$ cat src/rtl/kd_point_feeder.sv
// kd_point_feeder: packs coordinate beats into points, buffers them in a FIFO and
// dispatches num_points points per pass to the root cluster PE, one per stable handshake.
module kd_point_feeder #(
   parameter int DIM = 3,
   parameter int DATA_RANGE = 255,
   parameter int DIM_SIZE = $clog2(DATA_RANGE),
   parameter int CENTER_SIZE = DIM * DIM_SIZE,
   parameter int FIFO_DEPTH = 8,
   parameter int COUNT_SIZE = 16
) (
   input  logic                          clk,
   input  logic                          rst,
   input  logic                          en,
   input  logic                          coord_valid,
   input  logic [DIM_SIZE-1:0]           coord_in,
   output logic                          coord_ready,
   input  logic                          start,
   input  logic [COUNT_SIZE-1:0]         num_points,
   input  logic                          pe_stable,
   output logic                          receive_point,
   output logic [CENTER_SIZE-1:0]        point_out,
   output logic                          busy,
   output logic                          pass_done,
   output logic [$clog2(FIFO_DEPTH):0]   fifo_count
);
   localparam int PW = $clog2(FIFO_DEPTH);
   localparam int BW = (DIM > 1) ? $clog2(DIM) : 1;
   typedef enum logic [2:0] {IDLE, WAIT_PT, ISSUE, SETTLE, WAIT_STABLE, DONE} state_t;
   state_t state;
   logic [CENTER_SIZE-1:0] mem [FIFO_DEPTH];
   logic [CENTER_SIZE-1:0] asm_word, push_word;
   logic [BW-1:0] beat;
   logic [PW-1:0] wr_ptr, rd_ptr;
   logic [COUNT_SIZE-1:0] remaining;
   logic ready_en, accept, push, pop;
   // ready_en holds coord_ready low through reset and releases it on the first clock after
   assign coord_ready = ready_en && (fifo_count < (PW+1)'(FIFO_DEPTH));
   assign accept = coord_valid && coord_ready;
   assign push = accept && (beat == BW'(DIM-1));
   assign pop = (state == WAIT_PT) && en && (fifo_count != '0) && pe_stable;
   always_comb begin
      push_word = asm_word;
      push_word[beat*DIM_SIZE +: DIM_SIZE] = coord_in;
   end
   always_ff @(posedge clk)
      if (push) mem[wr_ptr] <= push_word;
   always_ff @(posedge clk or negedge rst)
      if (!rst) begin
         ready_en <= 1'b0;
         beat <= '0;
         asm_word <= '0;
         wr_ptr <= '0;
         rd_ptr <= '0;
         fifo_count <= '0;
      end else begin
         ready_en <= 1'b1;
         if (accept) begin
            asm_word <= push_word;
            beat <= push ? '0 : beat + 1'b1;
         end
         wr_ptr <= wr_ptr + PW'(push);
         rd_ptr <= rd_ptr + PW'(pop);
         fifo_count <= fifo_count + (PW+1)'(push) - (PW+1)'(pop);
      end
   always_ff @(posedge clk or negedge rst)
      if (!rst) begin
         state <= IDLE;
         remaining <= '0;
         point_out <= '0;
         receive_point <= 1'b0;
         busy <= 1'b0;
         pass_done <= 1'b0;
      end else begin
         receive_point <= 1'b0;
         pass_done <= 1'b0;
         case (state)
            IDLE: if (start) begin
               remaining <= num_points;
               state <= (num_points == '0) ? DONE : WAIT_PT;
               busy <= num_points != '0;
               pass_done <= num_points == '0;
            end
            WAIT_PT: if (pop) begin
               point_out <= mem[rd_ptr];
               receive_point <= 1'b1;
               state <= ISSUE;
            end
            ISSUE: state <= SETTLE;
            SETTLE: state <= WAIT_STABLE;
            WAIT_STABLE: if (pe_stable) begin
               remaining <= remaining - 1'b1;
               state <= (remaining == 1) ? DONE : WAIT_PT;
               busy <= remaining != 1;
               pass_done <= remaining == 1;
            end
            default: state <= IDLE;
         endcase
      end
endmodule

$ cat config.mk
export PLATFORM = sky130hd
export DESIGN_NAME = kd_point_feeder
export DESIGN_NICKNAME = d
export VERILOG_FILES = /design/src/rtl/kd_point_feeder.sv
export SDC_FILE = /design/constraint.sdc
export NUM_CORES = 1
export LEC_CHECK = 0
export ABC_AREA = 1
export CORE_AREA = 2 2 175 134
export DETAILED_ROUTE_END_ITERATION = 16
export DIE_AREA = 0 0 177 136
export PLACE_DENSITY = 0.81
export SLEW_MARGIN = 25
export SYNTH_ARGS = -nofsm -noshare
export SYNTH_HDL_FRONTEND = slang
export SYNTH_SLANG_ARGS = --single-unit
export TNS_END_PERCENT = 50
$ cat constraint.sdc
create_clock -name clk -period 4.5 [get_ports clk]
set_input_delay 1.125 -clock clk [delete_from_list [all_inputs] [get_ports clk]]
set_output_delay 1.125 -clock clk [all_outputs]
set_load 0.01 [all_outputs]
# --- Word-level counts from Yosys, hierarchy flattened ---
# Memory sizes are Yosys's and may differ from the RTL's. A register that Yosys moved wholly into a read port is not among the register bits.
# Index checks and enable logic that the tools add are counted.
word_totals:
  input_bits: 30
  n_memories: 1
  reg_bits: 59
  wordCells: 68
  ramBits: 192
op_classes:
  shifts: 2
  order_cmp: 1
  n_eq_ne: 10
  n_mux: 21
  n_reduce_logical: 15
  add_sub_neg: 7
memory_table:
  columns: ["name", "depth", "word_bits", "rd", "rd_ports_with_merged_regs", "wr", "line_no", "text"]
  rows:
  - ["mem", 8, 24, 1, 1, 1, "30", "logic [CENTER_SIZE-1:0] mem [FIFO_DEPTH];"]
op_table:
  columns: ["op", "n"]
  rows:
  - ["$neg 5->34", 1]
  - ["$shift 8x34->24 const A", 1]
  - ["$shiftx 8x34->24", 1]
  - ["$mux 16", 2]
  - ["$pmux 16 s2", 1]
  - ["$bwmux 24", 1]
  - ["$eq 16x1->1 const B", 1]
  - ["$logic_not 16->1", 1]
  - ["$ne 16x1->1 const B", 1]
  - ["$reduce_bool 16->1", 1]
  - ["$sub 16x1->16 const B", 1]
  - ["$mux 3", 5]
  - ["$pmux 3 s5", 1]
  - ["$mux 1", 8]
  - ["$add 3x1->3", 2]
  - ["$eq 3x2->1 const B", 2]
  - ["$logic_and 1x1->1", 6]
  - ["$ne 2x2->1 const B", 3]
  - ["$reduce_and 3->1", 2]
  - ["$add 4x1->4", 1]
  - ["$lt 4x4->1 const B", 1]
  - ["$pmux 1 s2", 2]
  - ["$reduce_bool 4->1", 1]
  - ["$sub 4x1->4", 1]
  - ["other kinds (9)", 9]

# --- Longest topological paths before layout ---
# Gate-level depths: netlist of run 1.
depth:
  word_depth: 6
  ltp_mapped: 12
  ltp_nobuf: 11

# --- Worst setup path before layout of run 1 ---
# No wires, ideal clock.
synth_path:
  kind: "in2reg"
  from: "in coord_valid"
  to: "mem mem[5][0] (netlist bit), enable pin"
  setup_slack_ps: 789
  t_required_ps: 4065
  path_stages: 5
  arrival_ps: 3276
  path_buffers: 1
  setup_ps: 435
  path_cell_list: "nand2_2 > nor2_2 > buf_4 > nand2_1 > nor3_1"
synth_between:
  elab_chain_len: 4
synth_rtl:
  columns: ["item", "line_no", "text"]
  rows:
  - ["start: declaration", "14", "input logic coord_valid,"]
  - ["$logic_and 1x1->1", "38", "assign accept = coord_valid && coord_ready;"]
  - ["$logic_and 1x1->1", "39", "assign push = accept && (beat == BW'(DIM-1));"]
  - ["$mux 1", "46", "if (push) mem[wr_ptr] <= push_word;"]
  - ["$mux 1 (implied by the code)", "46", null]
  - ["end: declaration", "30", null]
# Every way passes these cells.

# --- Final worst setup path of run 1 ---
layout_path:
  from: "in coord_valid"
  to: "mem mem[5][13] (netlist bit), enable pin"
# Same word-level chain as after synthesis.

==> run_summary.xml, run 1 <==
<?xml version="1.0" encoding="UTF-8"?>
<metrics>
  <group name="grt">
    <metric name="grt_usage" unit="">0.2291</metric>
    <metric name="grt.met1_usage" unit="">0.3320</metric>
    <metric name="grt-ovfl-total" unit="">0</metric>
    <metric name="groute.layer.met3.usage" unit="">0.03244</metric>
    <metric name="global_route.peak_usage_layer" unit="">met2</metric>
    <metric name="vias_in_the_first_global_route" unit="">8064</metric>
    <metric name="grt_max_degree" unit="">84</metric>
    <metric name="met2_usage" unit="">0.3684</metric>
    <metric name="grt_pass1_wl" unit="µm">42750</metric>
    <metric name="antenna_found_initial" unit="">0</metric>
  </group>
  <group name="routing">
    <metric name="num_vias" unit="">8469</metric>
    <metric name="post_drt_wl_per_cell" unit="µm">17.88</metric>
    <metric name="via_per_inst" unit="">5.564</metric>
    <metric name="drt_wl_total" unit="µm">27210</metric>
    <metric name="drt-pass1-iter-count" unit="">5</metric>
    <metric name="drc_errors" unit="">0</metric>
    <metric name="drtIter0Drc" unit="">805</metric>
    <metric name="drtAntennaViolNets" unit="">0</metric>
  </group>
  <group name="final_layout">
    <metric name="layout.core_utilization" unit="">0.6159</metric>
    <metric name="synthToLayoutAreaGrowth" unit="%">14.76</metric>
    <metric name="drive_gt1_frac" unit="">0.08265</metric>
    <metric name="final_design_area_no_fill" unit="µm²">13870</metric>
    <metric name="antenna_cells_inserted" unit="">0</metric>
    <metric name="final_common_cell" unit="">sky130_fd_sc_hd__nand2_1</metric>
    <metric name="final_nets" unit="">1248</metric>
    <metric name="mostFrequentLayoutCells" unit="">sky130_fd_sc_hd__nand2_1, sky130_fd_sc_hd__edfxtp_1, sky130_fd_sc_hd__inv_1, sky130_fd_sc_hd__nand3_1, sky130_fd_sc_hd__o21ai_0</metric>
  </group>
  <group name="logic_synthesis">
    <metric name="synth-seq-area-share" unit="">0.6489</metric>
    <metric name="mappedNetlistNets" unit="">1191</metric>
    <metric name="synthDistinctLibCells" unit="">41</metric>
    <metric name="synth-edff-count" unit="">192</metric>
    <metric name="synth_area_per_cell" unit="µm²">10.56</metric>
    <metric name="synth-main-ff-cell" unit="">sky130_fd_sc_hd__edfxtp_1</metric>
    <metric name="synthCells" unit="">1145</metric>
    <metric name="synth.yosys.warnings" unit="">0</metric>
    <metric name="ys_async_sr_fraction" unit="">0.3018</metric>
    <metric name="synth.cell_area" unit="µm²">12090</metric>
    <metric name="ys_ff_latch" unit="">275</metric>
  </group>
  <group name="critical_path">
    <metric name="reg2regPathDepth" unit="">8</metric>
    <metric name="critical-path-slowest-cell" unit="">sky130_fd_sc_hd__nor3_2</metric>
    <metric name="critical_path_arrival" unit="ns">3.31</metric>
    <metric name="worst_setup_path_start_kind" unit="">primary input</metric>
    <metric name="max_stage_delay" unit="ns">0.63</metric>
    <metric name="r2r_setup_slack" unit="ns">1.47</metric>
    <metric name="cell_with_the_most_instances_on_the_worst_path" unit="">sky130_fd_sc_hd__buf_4</metric>
    <metric name="timing.rr.end" unit="">mem[5][13]$_DFFE_PP_</metric>
    <metric name="worstPathCellList" unit="">clkdlybuf4s50_1 -&gt; nand2_2 -&gt; nor2_2 -&gt; buf_4 -&gt; nand2_1 -&gt; nor3_2 -&gt; buf_4</metric>
    <metric name="crit_end_element" unit="">flip-flop</metric>
    <metric name="crit-reg2reg-launch" unit="">beat[0]$_DFFE_PN0P_</metric>
    <metric name="crit_required" unit="ns">4.71</metric>
    <metric name="path_max_fanout" unit="">16</metric>
    <metric name="path_class" unit="">in2reg</metric>
  </group>
  <group name="floorplanning">
    <metric name="floorplan.die_area" unit="µm²">24070</metric>
    <metric name="fp-row-count" unit="">48</metric>
    <metric name="start_util" unit="">0.5367</metric>
    <metric name="die_y" unit="µm">136</metric>
    <metric name="io_pins" unit="">62</metric>
    <metric name="core_area" unit="µm²">22520</metric>
    <metric name="die_outline_width" unit="µm">177</metric>
  </group>
  <group name="worst_hold_path">
    <metric name="worst_hold_path.endpoint" unit="">point_out[11]$_DFFE_PN0P_</metric>
    <metric name="timing.hold.worst.start" unit="">point_out[11]$_DFFE_PN0P_</metric>
    <metric name="worstHoldPathCells" unit="">2</metric>
    <metric name="hold_class" unit="">reg2reg</metric>
  </group>
  <group name="run">
    <metric name="timing.max_cap.violations" unit="">0</metric>
  </group>
  <group name="place">
    <metric name="place.gp.congestion" unit="">0.9099</metric>
    <metric name="port_buffers" unit="">61</metric>
    <metric name="detailedPlace.worstSlack" unit="ns">0.8806</metric>
    <metric name="place.detailed.hpwl" unit="µm">17030</metric>
    <metric name="post_dp_cell_area" unit="µm²">13000</metric>
  </group>
  <group name="cts">
    <metric name="ctsResizeCount" unit="">0</metric>
    <metric name="clk_root_buffer_cell" unit="">sky130_fd_sc_hd__clkbuf_16</metric>
    <metric name="cts_setup_buffers" unit="">0</metric>
    <metric name="clock_transition_at_path_regs" unit="ns">0.06</metric>
    <metric name="clk-insertion-delay-late" unit="ns">0.53</metric>
    <metric name="cts_tree" unit="">built</metric>
    <metric name="ctsHoldBuffers" unit="">0</metric>
    <metric name="clock_path_buffers" unit="">3</metric>
    <metric name="cts_max_level" unit="">1</metric>
    <metric name="cts_made_buffers" unit="">26</metric>
    <metric name="cts.sinks" unit="">275</metric>
  </group>
  <group name="sta">
    <metric name="setup_slack" unit="ns">1.397</metric>
    <metric name="tns_setup" unit="ns">0</metric>
    <metric name="slew_headroom" unit="">0.2229</metric>
    <metric name="slew_viol_final" unit="">0</metric>
    <metric name="worst_slew_pin_slew" unit="ns">1.153</metric>
    <metric name="final_min_period_over_clock_period" unit="">0.6895</metric>
    <metric name="final-setup-viol-count" unit="">0</metric>
    <metric name="final.setup_skew" unit="ns">0.02358</metric>
    <metric name="final.min_clock_period" unit="ns">3.103</metric>
    <metric name="max_freq" unit="GHz">0.3223</metric>
    <metric name="rsz0062_at_grt" unit="">false</metric>
    <metric name="hold_violations" unit="">0</metric>
  </group>
  <group name="status">
    <metric name="run_status" unit="">completed</metric>
  </group>
  <group name="power">
    <metric name="power_per_cell_area" unit="nW/µm²">638.0</metric>
    <metric name="power.clock.fraction" unit="">0.247</metric>
    <metric name="netSwitchingFraction" unit="">0.3667</metric>
    <metric name="max-vdd-ir-drop" unit="V">0.0003577</metric>
    <metric name="p_sw" unit="W">0.003245</metric>
    <metric name="comb_power_share" unit="">0.325</metric>
    <metric name="total_power" unit="W">0.008850</metric>
    <metric name="share_of_power_burned_in_registers" unit="">0.428</metric>
    <metric name="static-leakage-power" unit="nW">5.675</metric>
    <metric name="intPower" unit="W">0.005605</metric>
  </group>
</metrics>
[synth_stat cells, types with 7 or more instances]
cell	instances	share of area
sky130_fd_sc_hd__a21oi_1	52	0.022
sky130_fd_sc_hd__buf_2	29	0.012
sky130_fd_sc_hd__clkbuf_1	16	0.0050
sky130_fd_sc_hd__dfrtp_1	83	0.17
sky130_fd_sc_hd__edfxtp_1	192	0.48
sky130_fd_sc_hd__ha_1	15	0.016
sky130_fd_sc_hd__inv_1	168	0.052
sky130_fd_sc_hd__nand2_1	220	0.068
sky130_fd_sc_hd__nand3_1	101	0.042
sky130_fd_sc_hd__nor2_1	46	0.014
sky130_fd_sc_hd__nor3_1	8	0.0033
sky130_fd_sc_hd__o211ai_1	48	0.030
sky130_fd_sc_hd__o21ai_0	86	0.036
sky130_fd_sc_hd__o21ai_1	7	0.0029
sky130_fd_sc_hd__o22ai_1	25	0.013
[worst max path at each step]
stage                                      end  cells past startpoint  slack [ns]   startpoint
final                     mem[5][13]$_DFFE_PP_                      7        1.40  coord_valid
after global routing      mem[5][14]$_DFFE_PP_                      7        1.29  coord_valid
after CTS                 mem[5][13]$_DFFE_PP_                      7        1.42  coord_valid
after detailed placement  mem[5][14]$_DFFE_PP_                      7        0.88  coord_valid
after global placement     mem[6][6]$_DFFE_PP_                      7        1.03  coord_valid
after floorplan            mem[5][0]$_DFFE_PP_                      5        0.79  coord_valid
[routing by layer]
metal | part of all wire | vias to the layer above
met2 | 0.47 | 367
met3 | 0.079 | 47
met1 | 0.43 | 4051
li1 | - | 4004
met4 | 0.018 | 0
met5 | 0 | -
[power by group through the flow]
stage | clock network (W) | logic (W) | registers [W]
6_report | 0.00219 | 0.00288 | 0.00378
5_1_grt | 0.00231 | 0.00319 | 0.00384
4_1_cts | 0.00221 | 0.00284 | 0.00378
3_5_place_dp | 0 | 0.00280 | 0.00382
3_3_place_gp | 0 | 0.00259 | 0.00389
2_1_floorplan | 0 | 0.00199 | 0.00362
[through the flow]
step                      cells  hold WS (ns)
after floorplan            1145        0.4731
after CTS                  1521        0.4868
after global placement     1472        0.4651
after detailed placement   1473        0.4684
final                      1522        0.4824
after global routing       1522        0.5180
[area by class of cell]
class / instances / area [µm²]
Clock buffer: 33 / 728.2
Fill cell: 1725 / 8651
Timing Repair Buffer: 82 / 802.0
Multi-Input combinational cell: 642 / 3323
Clock inverter: 15 / 128.9
Sequential cell: 275 / 7851
Tap cell: 300 / 375.4
Inverter: 175 / 661.9
[critical path: cells and delay by family]
kind	cells	cell delay [ns]
simple gates	4	1.14
buf+inv	3	1.04
[state kept, by name, summed over array words and instances, names as in the netlist]
| name | count |
|---|---|
| ready_en | 1 |
| mem | 192 |
| rd_ptr | 3 |
| wr_ptr | 3 |
| receive_point | 1 |
| busy | 1 |
| fifo_count | 4 |
| pass_done | 1 |
| state | 3 |
| asm_word | 24 |
| beat | 2 |
| point_out | 24 |
| remaining | 16 |
[cell families after synthesis]
kind of cell	Yosys count	synth area share
AOI/OAI and AO/OA	226	0.1089
xor gates and xnor gates	4	0.002899
adders and majority gates	16	0.01718
buffers and inverters	228	0.07888
DFF	275	0.6489
other	1	0.0003103
and+or+nand+nor	395	0.1430
Power figures use the tool's default switching activity.
==> inputs of run 2 (changes only) <==
--- a/config.mk
+++ b/config.mk
@@ -6,10 +6,10 @@
 export NUM_CORES = 1
 export LEC_CHECK = 0
 export ABC_AREA = 1
-export CORE_AREA = 2 2 175 134
+export CORE_AREA = 2 2 176 135
 export DETAILED_ROUTE_END_ITERATION = 16
-export DIE_AREA = 0 0 177 136
-export PLACE_DENSITY = 0.81
+export DIE_AREA = 0 0 178 137
+export PLACE_DENSITY = 0.83
 export SLEW_MARGIN = 25
 export SYNTH_ARGS = -nofsm -noshare
 export SYNTH_HDL_FRONTEND = slang
==> constraint.sdc (replaced) <==
create_clock -name clk -period 2.5 [get_ports clk]
set_input_delay 0.625 -clock clk [delete_from_list [all_inputs] [get_ports clk]]
set_output_delay 0.625 -clock clk [all_outputs]
set_load 0.01 [all_outputs]
==> run_summary.xml, run 2 (synthesis results as in run 1) <==
<?xml version="1.0" encoding="UTF-8"?>
<metrics>
  <group name="floorplanning">
    <metric name="floorplan.die_area" unit="µm²">24390</metric>
    <metric name="fp-row-count" unit="">48</metric>
    <metric name="die_y" unit="µm">137</metric>
    <metric name="core_area" unit="µm²">22640</metric>
    <metric name="start_util" unit="">0.5338</metric>
    <metric name="io_pins" unit="">62</metric>
    <metric name="die_outline_width" unit="µm">178</metric>
  </group>
  <group name="cts">
    <metric name="cts_tree" unit="">built</metric>
    <metric name="cts_setup_buffers" unit="">0</metric>
    <metric name="clk_root_buffer_cell" unit="">sky130_fd_sc_hd__clkbuf_16</metric>
    <metric name="cts_made_buffers" unit="">26</metric>
    <metric name="cts_max_level" unit="">1</metric>
    <metric name="clock_transition_at_path_regs" unit="ns">0.07</metric>
    <metric name="clock_path_buffers" unit="">3</metric>
    <metric name="clk-insertion-delay-late" unit="ns">0.52</metric>
    <metric name="ctsHoldBuffers" unit="">0</metric>
    <metric name="cts.sinks" unit="">275</metric>
    <metric name="ctsResizeCount" unit="">0</metric>
  </group>
  <group name="final_layout">
    <metric name="largest_register" unit="">mem</metric>
    <metric name="antenna_cells_inserted" unit="">0</metric>
    <metric name="synthToLayoutAreaGrowth" unit="%">16.70</metric>
    <metric name="final_nets" unit="">1272</metric>
    <metric name="layoutNonFillerInstCount" unit="">1544</metric>
    <metric name="final_common_cell" unit="">sky130_fd_sc_hd__nand2_1</metric>
    <metric name="registers_with_the_highest_flip_flop_counts" unit="">mem: 192 flops, asm_word: 24 flops, point_out: 24 flops</metric>
    <metric name="final_design_area_no_fill" unit="µm²">14100</metric>
    <metric name="drive_gt1_frac" unit="">0.09727</metric>
    <metric name="flip_flop_count_of_the_largest_register_after_layout" unit="">192</metric>
    <metric name="mostFrequentLayoutCells" unit="">sky130_fd_sc_hd__nand2_1, sky130_fd_sc_hd__edfxtp_1, sky130_fd_sc_hd__inv_1, sky130_fd_sc_hd__nand3_1, sky130_fd_sc_hd__o21ai_0</metric>
  </group>
  <group name="critical_path">
    <metric name="cell_with_the_most_instances_on_the_worst_path" unit="">sky130_fd_sc_hd__inv_1</metric>
    <metric name="crit_path_start" unit="">beat[0]$_DFFE_PN0P_</metric>
    <metric name="worstPathCellList" unit="">inv_1 -&gt; ha_1 -&gt; inv_1 -&gt; nor2_2 -&gt; inv_1 -&gt; ha_1 -&gt; inv_1 -&gt; ha_1 -&gt; fa_1 -&gt; xor2_1</metric>
    <metric name="crit_required" unit="ns">2.90</metric>
    <metric name="critical_path_arrival" unit="ns">2.77</metric>
    <metric name="crit-reg2reg-launch" unit="">beat[0]$_DFFE_PN0P_</metric>
    <metric name="crit_end_element" unit="">flip-flop</metric>
    <metric name="cp_top_family" unit="">adder cells</metric>
    <metric name="path_class" unit="">reg2reg</metric>
    <metric name="worst_setup_path_start_kind" unit="">flip-flop</metric>
    <metric name="max_stage_delay" unit="ns">0.43</metric>
    <metric name="path_max_fanout" unit="">6</metric>
    <metric name="critical-path-slowest-cell" unit="">sky130_fd_sc_hd__dfrtp_1</metric>
    <metric name="crit_buf_inv" unit="">4</metric>
  </group>
  <group name="routing">
    <metric name="post_drt_wl_per_cell" unit="µm">17.83</metric>
    <metric name="drtIter0Drc" unit="">1054</metric>
    <metric name="drt_wl_total" unit="µm">27520</metric>
    <metric name="num_vias" unit="">8644</metric>
    <metric name="drc_errors" unit="">0</metric>
    <metric name="via_per_inst" unit="">5.598</metric>
    <metric name="drtAntennaViolNets" unit="">0</metric>
    <metric name="drt-pass1-iter-count" unit="">8</metric>
  </group>
  <group name="sta">
    <metric name="final.min_clock_period" unit="ns">2.370</metric>
    <metric name="final_min_period_over_clock_period" unit="">0.9481</metric>
    <metric name="rsz0062_at_grt" unit="">false</metric>
    <metric name="final-setup-viol-count" unit="">0</metric>
    <metric name="worst_slew_pin_slew" unit="ns">1.058</metric>
    <metric name="final.setup_skew" unit="ns">0.009067</metric>
    <metric name="slew_headroom" unit="">0.2874</metric>
    <metric name="slew_viol_final" unit="">0</metric>
    <metric name="max_freq" unit="GHz">0.4219</metric>
    <metric name="hold_violations" unit="">0</metric>
  </group>
  <group name="grt">
    <metric name="grt_max_degree" unit="">62</metric>
    <metric name="vias_in_the_first_global_route" unit="">8273</metric>
    <metric name="antenna_found_initial" unit="">0</metric>
    <metric name="grt_pass1_wl" unit="µm">43550</metric>
    <metric name="grt-ovfl-total" unit="">0</metric>
    <metric name="grt_usage" unit="">0.2304</metric>
  </group>
  <group name="place">
    <metric name="port_buffers" unit="">61</metric>
    <metric name="dpl.cell_count" unit="">1498</metric>
    <metric name="place.detailed.hpwl" unit="µm">18130</metric>
    <metric name="place.gp.congestion" unit="">0.8644</metric>
    <metric name="post_dp_cell_area" unit="µm²">13300</metric>
  </group>
  <group name="power">
    <metric name="power_per_cell_area" unit="nW/µm²">1133</metric>
    <metric name="static-leakage-power" unit="nW">5.794</metric>
    <metric name="max-vdd-ir-drop" unit="V">0.0008558</metric>
  </group>
  <group name="status">
    <metric name="run_status" unit="">completed</metric>
  </group>
  <group name="worst_hold_path">
    <metric name="hold_class" unit="">in2async</metric>
  </group>
  <group name="run">
    <metric name="timing.max_cap.violations" unit="">0</metric>
  </group>
</metrics>
[run 2: per-stage QoR]
step | util | TNS, ns | total power, W | setup slack (ns) | hold slack (ns)
final | 0.6230 | 0 | 0.01598 | 0.1298 | 0.09138
after global routing | 0.6230 | 0 | 0.01689 | 0.02145 | 0.1280
after CTS | 0.6230 | 0 | 0.01595 | 0.1337 | 0.1077
after detailed placement | 0.5876 | -0.02641 | 0.01221 | -0.02641 | 0.4684
after global placement | 0.5876 | 0 | 0.01191 | 0.001102 | 0.4650
after floorplan | - | -50.89 | 0.01011 | -0.3206 | 0.3294
[run 2: routing by layer]
| layer | vias to the layer above | share of wire | GRT usage |
|---|---|---|---|
| li1 | 4047 | - | - |
| met1 | 4136 | 0.42 | 0.3398 |
| met2 | 431 | 0.46 | 0.3596 |
| met3 | 30 | 0.10 | 0.04389 |
| met4 | 0 | 0.015 | 0.04827 |
| met5 | - | 0 | 0 |
[run 2: layout make-up]
class	instances	area (µm²)
clock buffers	31	690.7
clock inverters	15	110.1
fillers	1626	8537
inverters	175	661.9
multi-input cells	642	3323
flip-flops and latches	275	7848
well taps	300	375.4
repair buffers	106	1096
[run 2: worst paths after layout]
check | to | slack [ns] | cells after the start
min in group clk | point_out[8]$_DFFE_PN0P_ | 0.48 | 2
hold reg to reg | point_out[8]$_DFFE_PN0P_ | 0.48 | 2
setup / recovery | fifo_count[2]$_DFF_PN0_ | 0.13 | 10
hold / removal | point_out[13]$_DFFE_PN0P_ | 0.09 | 1
max in group asynchronous | beat[1]$_DFFE_PN0P_ | 1.76 | 2
setup reg to reg | fifo_count[2]$_DFF_PN0_ | 0.13 | 10
[run 2: power breakdown]
group	switching, W	internal (W)	total, W	leakage, nW
registers	0.000687	0.00598	0.00667	2.81
clock network	0.00164	0.00208	0.00372	0.384
logic	0.00355	0.00203	0.00559	2.60
